[src/rtl/peak_rv32im_muldiv.sv]
// RV32 M-extension execution unit: fixed-latency multiply and a 32-step restoring divider.
// Divide-by-zero and signed-overflow results are resolved at issue and retired via the MUL path.
module peak_rv32im_muldiv #(
    parameter int unsigned MUL_CYCLES = 1
) (
    input  logic        RST_N,
    input  logic        CLK,
    input  logic        START,
    input  logic        KILL,
    input  logic        INST_MUL,
    input  logic        INST_MULH,
    input  logic        INST_MULHSU,
    input  logic        INST_MULHU,
    input  logic        INST_DIV,
    input  logic        INST_DIVU,
    input  logic        INST_REM,
    input  logic        INST_REMU,
    input  logic [31:0] RS1,
    input  logic [31:0] RS2,
    output logic        BUSY,
    output logic        DONE,
    output logic [31:0] RESULT
);

    typedef enum logic [1:0] {StIdle, StMul, StDiv, StFin} state_e;
    typedef enum logic [2:0] {
        OpMul, OpMulh, OpMulhsu, OpMulhu, OpDiv, OpDivu, OpRem, OpRemu
    } op_e;

    localparam logic [4:0] MulCntInit = 5'(MUL_CYCLES - 1);

    state_e      state_q;
    op_e         op_q;
    logic [31:0] a_q, b_q, rem_q, spec_res_q;
    logic [4:0]  cnt_q;
    logic        special_q, neg_q_q, neg_r_q;

    logic [7:0]  strobes;
    op_e         op_in;
    logic        accept, in_div, in_sdiv, in_rem, div_zero, div_ovf;
    logic [31:0] rs1_mag, rs2_mag, spec_res_in;

    assign strobes = {INST_REMU, INST_REM, INST_DIVU, INST_DIV,
                      INST_MULHU, INST_MULHSU, INST_MULH, INST_MUL};

    always_comb begin
        op_in = OpMul;
        unique case (strobes)
            8'b0000_0001: op_in = OpMul;
            8'b0000_0010: op_in = OpMulh;
            8'b0000_0100: op_in = OpMulhsu;
            8'b0000_1000: op_in = OpMulhu;
            8'b0001_0000: op_in = OpDiv;
            8'b0010_0000: op_in = OpDivu;
            8'b0100_0000: op_in = OpRem;
            8'b1000_0000: op_in = OpRemu;
            default:      op_in = OpMul;
        endcase
    end

    assign accept      = START && (state_q == StIdle) && !KILL && $onehot(strobes);
    assign in_div      = op_in inside {OpDiv, OpDivu, OpRem, OpRemu};
    assign in_sdiv     = (op_in == OpDiv) || (op_in == OpRem);
    assign in_rem      = (op_in == OpRem) || (op_in == OpRemu);
    assign div_zero    = (RS2 == '0);
    assign div_ovf     = in_sdiv && (RS1 == 32'h8000_0000) && (RS2 == 32'hFFFF_FFFF);
    assign rs1_mag     = (in_sdiv && RS1[31]) ? -RS1 : RS1;
    assign rs2_mag     = (in_sdiv && RS2[31]) ? -RS2 : RS2;
    assign spec_res_in = in_rem ? (div_zero ? RS1 : '0)
                                : (div_zero ? 32'hFFFF_FFFF : 32'h8000_0000);

    // 64-bit sign/zero extension gives the same low 64 bits as the 33x33 signed product.
    logic        a_sgn, b_sgn;
    logic [63:0] mul_a, mul_b, prod;
    logic [31:0] mul_res;

    assign a_sgn   = ((op_q == OpMulh) || (op_q == OpMulhsu)) && a_q[31];
    assign b_sgn   = (op_q == OpMulh) && b_q[31];
    assign mul_a   = {{32{a_sgn}}, a_q};
    assign mul_b   = {{32{b_sgn}}, b_q};
    assign prod    = mul_a * mul_b;
    assign mul_res = (op_q == OpMul) ? prod[31:0] : prod[63:32];

    // One restoring step: dividend bits shift out of a_q as quotient bits shift in.
    logic [32:0] rem_sh, diff;
    logic [31:0] q_nx, r_nx, div_res;

    assign rem_sh  = {rem_q, a_q[31]};
    assign diff    = rem_sh - {1'b0, b_q};
    assign q_nx    = {a_q[30:0], ~diff[32]};
    assign r_nx    = diff[32] ? rem_sh[31:0] : diff[31:0];
    assign div_res = ((op_q == OpRem) || (op_q == OpRemu)) ? (neg_r_q ? -r_nx : r_nx)
                                                           : (neg_q_q ? -q_nx : q_nx);

    always_ff @(posedge CLK or negedge RST_N) begin
        if (!RST_N) begin
            state_q    <= StIdle;
            op_q       <= OpMul;
            a_q        <= '0;
            b_q        <= '0;
            rem_q      <= '0;
            spec_res_q <= '0;
            cnt_q      <= '0;
            special_q  <= 1'b0;
            neg_q_q    <= 1'b0;
            neg_r_q    <= 1'b0;
            RESULT     <= '0;
        end else begin
            case (state_q)
                StIdle: begin
                    if (accept) begin
                        op_q       <= op_in;
                        rem_q      <= '0;
                        special_q  <= in_div && (div_zero || div_ovf);
                        spec_res_q <= spec_res_in;
                        neg_q_q    <= in_sdiv && !in_rem && (RS1[31] ^ RS2[31]);
                        neg_r_q    <= in_sdiv && in_rem && RS1[31];
                        if (in_div && !(div_zero || div_ovf)) begin
                            state_q <= StDiv;
                            a_q     <= rs1_mag;
                            b_q     <= rs2_mag;
                            cnt_q   <= 5'd31;
                        end else begin
                            state_q <= StMul;
                            a_q     <= RS1;
                            b_q     <= RS2;
                            cnt_q   <= MulCntInit;
                        end
                    end
                end
                StMul: begin
                    if (KILL) begin
                        state_q <= StIdle;
                    end else if (cnt_q == '0) begin
                        state_q <= StFin;
                        RESULT  <= special_q ? spec_res_q : mul_res;
                    end else begin
                        cnt_q <= cnt_q - 5'd1;
                    end
                end
                StDiv: begin
                    if (KILL) begin
                        state_q <= StIdle;
                    end else begin
                        a_q   <= q_nx;
                        rem_q <= r_nx;
                        if (cnt_q == '0) begin
                            state_q <= StFin;
                            RESULT  <= div_res;
                        end else begin
                            cnt_q <= cnt_q - 5'd1;
                        end
                    end
                end
                StFin:   state_q <= StIdle;
                default: state_q <= StIdle;
            endcase
        end
    end

    assign BUSY = (state_q != StIdle);
    assign DONE = (state_q == StFin);

endmodule
[config.mk]
export PLATFORM = sky130hd
export DESIGN_NAME = peak_rv32im_muldiv
export DESIGN_NICKNAME = d
export VERILOG_FILES = /design/src/rtl/peak_rv32im_muldiv.sv
export SDC_FILE = /design/constraint.sdc
export NUM_CORES = 2
export LEC_CHECK = 0
export CAP_MARGIN = 20
export CORE_MARGIN = 5
export CORE_UTILIZATION = 31
export DETAILED_ROUTE_END_ITERATION = 10
export PLACE_DENSITY = 0.48
export SYNTH_ARGS = -nofsm -noshare
export SYNTH_HDL_FRONTEND = slang
export SYNTH_SLANG_ARGS = --single-unit
[constraint.sdc]
create_clock -name CLK -period 16.45 [get_ports CLK]
set_clock_uncertainty 0.2 [all_clocks]
set_input_delay 3.29 -clock CLK [delete_from_list [all_inputs] [get_ports CLK]]
set_output_delay 3.29 -clock CLK [all_outputs]
set_load 0.01 [all_outputs]
==> run metrics <==
clock root buffer clkbuf_16; min Tclk post-route between 10 and 15 ns; setup TNS 0 ns; hold path cells 2; CP startpoint kind flip-flop; core area 0.167 sq mm; layout net count 7346; post-CTS sizing 0; FF+latch count, synth 173; Crit Path Max Fanout 28; P_leak 25.5 nW; Post-Synthesis Cells 6013; clock slew seen by the registers of the worst setup and hold paths about 0.080 ns; CTS tree done; critical path class reg2reg; unrepaired setup endpoints after global routing false; slew margin rel. 25.8%; vias a little over 40000; Slew Viols, Final 0; Post-Place Cells between 8000 and 9000; post-synthesis cell type count 92; Most Frequent Cell on Critical Path fa_1; routed length per instance 22.4 um; GRT Util Overall roughly a fifth; die area 0.175 sq mm; Detailed Route Iter0 Violations 2662; worst reg2reg path depth 32; Area Overhead vs Synth 7.57%; Placed Area around 0.055 sq mm; Max clock buf depth 2; Yosys top cell by area fa_1; crit path capture type flip-flop; max incr delay on CP 0.55 ns; Async S/R FF share, synth 100%; PD cells 204 mW/mm^2; vias in the first global route 43700; Final Non-Filler Cells 8097; Clock Latency Late Sink 0.50 ns; HP Class reg2reg; # Post-CTS Setup Buffers 0; first-pass GRT wire length 281000 um; syn nets 7480; met1 Use GR 28.7%; WL final 181000 um; worst path arrival time 10.33 ns; final hold slack between 0.2 and 0.3 ns; RD Place Congestion 0.935; Sink Count 173; initial antenna violation count 4; Post-DP HPWL 145000 um; die width 419 um; largest net degree at the start of global routing 95; layout cells sized above 1 3.34%; cell family with most CP delay adder cells; GR peak layer met2; DRC 0; Final Cycle Share between 60% and 70%; WP data required 16.63 ns; CTS Hold Bufs 0; VDD IR-drop max 0.233 mV; number of synthesized flops with an enable pin 0; CTS HTree Levels 4; Synth Flop Type dfrtp_1; Die Y 419 um; status finished, final reports clean; Site Rows 150; CTS buffer count 17; initial core utilization 31.1%; slowest CP cell clkinv_1; Syn Area/Cell about 8.6 sq um; worst path bufs/invs 10; Final Setup Violations 0; worst-margin pin slew 1.11 ns; most common cell in the netlist inv_1; Cell Area, Synth a little over 0.05 sq mm; Finished Cell Area roughly 0.056 sq mm; part of the Yosys area used for sequential elements roughly 8.4%; Worst path depth 32; area share of the leading cell type in the synthesized netlist 43.7%; M2 GR Usage 36.3%; # port buffers around 110; synthesis warning total 0; total of max-cap violations 0; DRT Pass-1 Iters 5; met3 GRT Util 1.55%; number of top-level pins 110; Area contributors post-synth fa_1 (44%), inv_1 (9.0%), dfrtp_1 (8.4%); Max Fclk approximately 0.098 GHz; Synth top cells by count inv_1 (1241), fa_1 (1130), nand2_1 (1020); via/cell ratio 5.02; Hold Vio Cnt, Final 0; antenna viol nets, final 0; gr ovfl total 0; Filler Cell Count 17700
-- state kept, by name, summed over array words and instances, names as in the netlist --
name / cells
RESULT: 32
cnt_q: 5
spec_res_q: 32
rem_q: 32
a_q: 32
op_q: 3
special_q: 1
state_q: 2
neg_r_q: 1
b_q: 32
neg_q_q: 1
-- stage by stage --
step | power, mW | worst slack (ns) | utilization [%]
2_1_floorplan | 7.16 | 7.60 | -
3_3_place_gp | 10.8 | 6.46 | 33.0
3_5_place_dp | 10.8 | 6.38 | 33.0
4_1_cts | 11.4 | 6.34 | 33.4
5_1_grt | 12.5 | 5.49 | 33.4
6_report | 11.4 | 6.30 | 33.4
-- layer usage --
layer / vias to the layer above / routed length [um]
met2: 1027 / 88400
met1: 21500 / 80700
met3: 168 / 6580
met5: - / 0
met4: 0 / 5500
li1: 18000 / -
-- placed cells by master, fill, tap and decap left out, drive strengths merged, types with 15 or more instances in the layout --
cell | Yosys | final
a21o | 59 | 59
and2 | 277 | 277
a211oi | 23 | 23
nor2 | 195 | 195
or3 | 28 | 28
mux2i | 33 | 33
nand2b | 22 | 22
xor2 | 88 | 88
ha | 261 | 261
nor3 | 48 | 48
buf | 52 | 106
xnor2 | 126 | 126
nand2 | 1020 | 1020
o41ai | 18 | 18
nand4 | 29 | 29
fa | 1130 | 1130
nor4 | 27 | 27
o211ai | 31 | 31
dfrtp | 173 | 173
inv | 1243 | 1250
a31oi | 29 | 29
o21ai | 307 | 307
a21oi | 165 | 165
or4 | 15 | 15
nand3 | 47 | 47
o21a | 19 | 19
clkbuf | 316 | 20
nor2b | 21 | 21
o31ai | 38 | 38
clkdlybuf4s50 | 0 | 108
-- kinds of logic after synthesis --
group	after synthesis	synth area share, %
AND/OR/NAND/NOR	1769	15.6
buffers and inverters	1613	11.8
adder cells (fa/ha/maj)	1391	50.0
AO/OA/AOI/OAI	815	9.93
XOR/XNOR	214	3.62
flip-flops	173	8.36
multiplexers	38	0.747
-- worst paths after layout --
path / start / end / slack [ns]
worst max-delay path: a_q[31] / RESULT[26] / 6.30
worst min-delay path: spec_res_q[5] / spec_res_q[5] / 0.28
worst max register to register: a_q[31] / RESULT[26] / 6.30
worst min register to register: spec_res_q[5] / spec_res_q[5] / 0.28
max in group asynchronous: RST_N / b_q[27] / 11.95
min in group asynchronous: RST_N / cnt_q[3] / 2.57
-- tightest hold or removal path: cells and delay by family (launching register included) --
kind,cells,cell delay (ns)
flip-flops,1,0.34
AO/OA/AOI/OAI,1,0.06
AND/OR/NAND/NOR,1,0.05
-- final cells by class --
| cell class | count | area, sq um | share of cell area (%) |
|---|---|---|---|
| Multi-Input combinational cell | 4227 | 41400 | 74.3 |
| Inverter | 1245 | 4670 | 8.39 |
| Clock buffer | 19 | 453 | 0.813 |
| Sequential cell | 173 | 4340 | 7.79 |
| Antenna cell | 1 | 2.50 | 0.00449 |
| Clock inverter | 13 | 166 | 0.299 |
| Timing Repair Buffer | 215 | 1910 | 3.43 |
| Tap cell | 2204 | 2760 | 4.95 |
-- power breakdown --
group | total [mW] | internal (mW) | switching, mW
clock | 0.450 | 0.226 | 0.224
combinational | 10.1 | 3.43 | 6.71
sequential | 0.763 | 0.547 | 0.215
(Power assumes the default switching activity.)
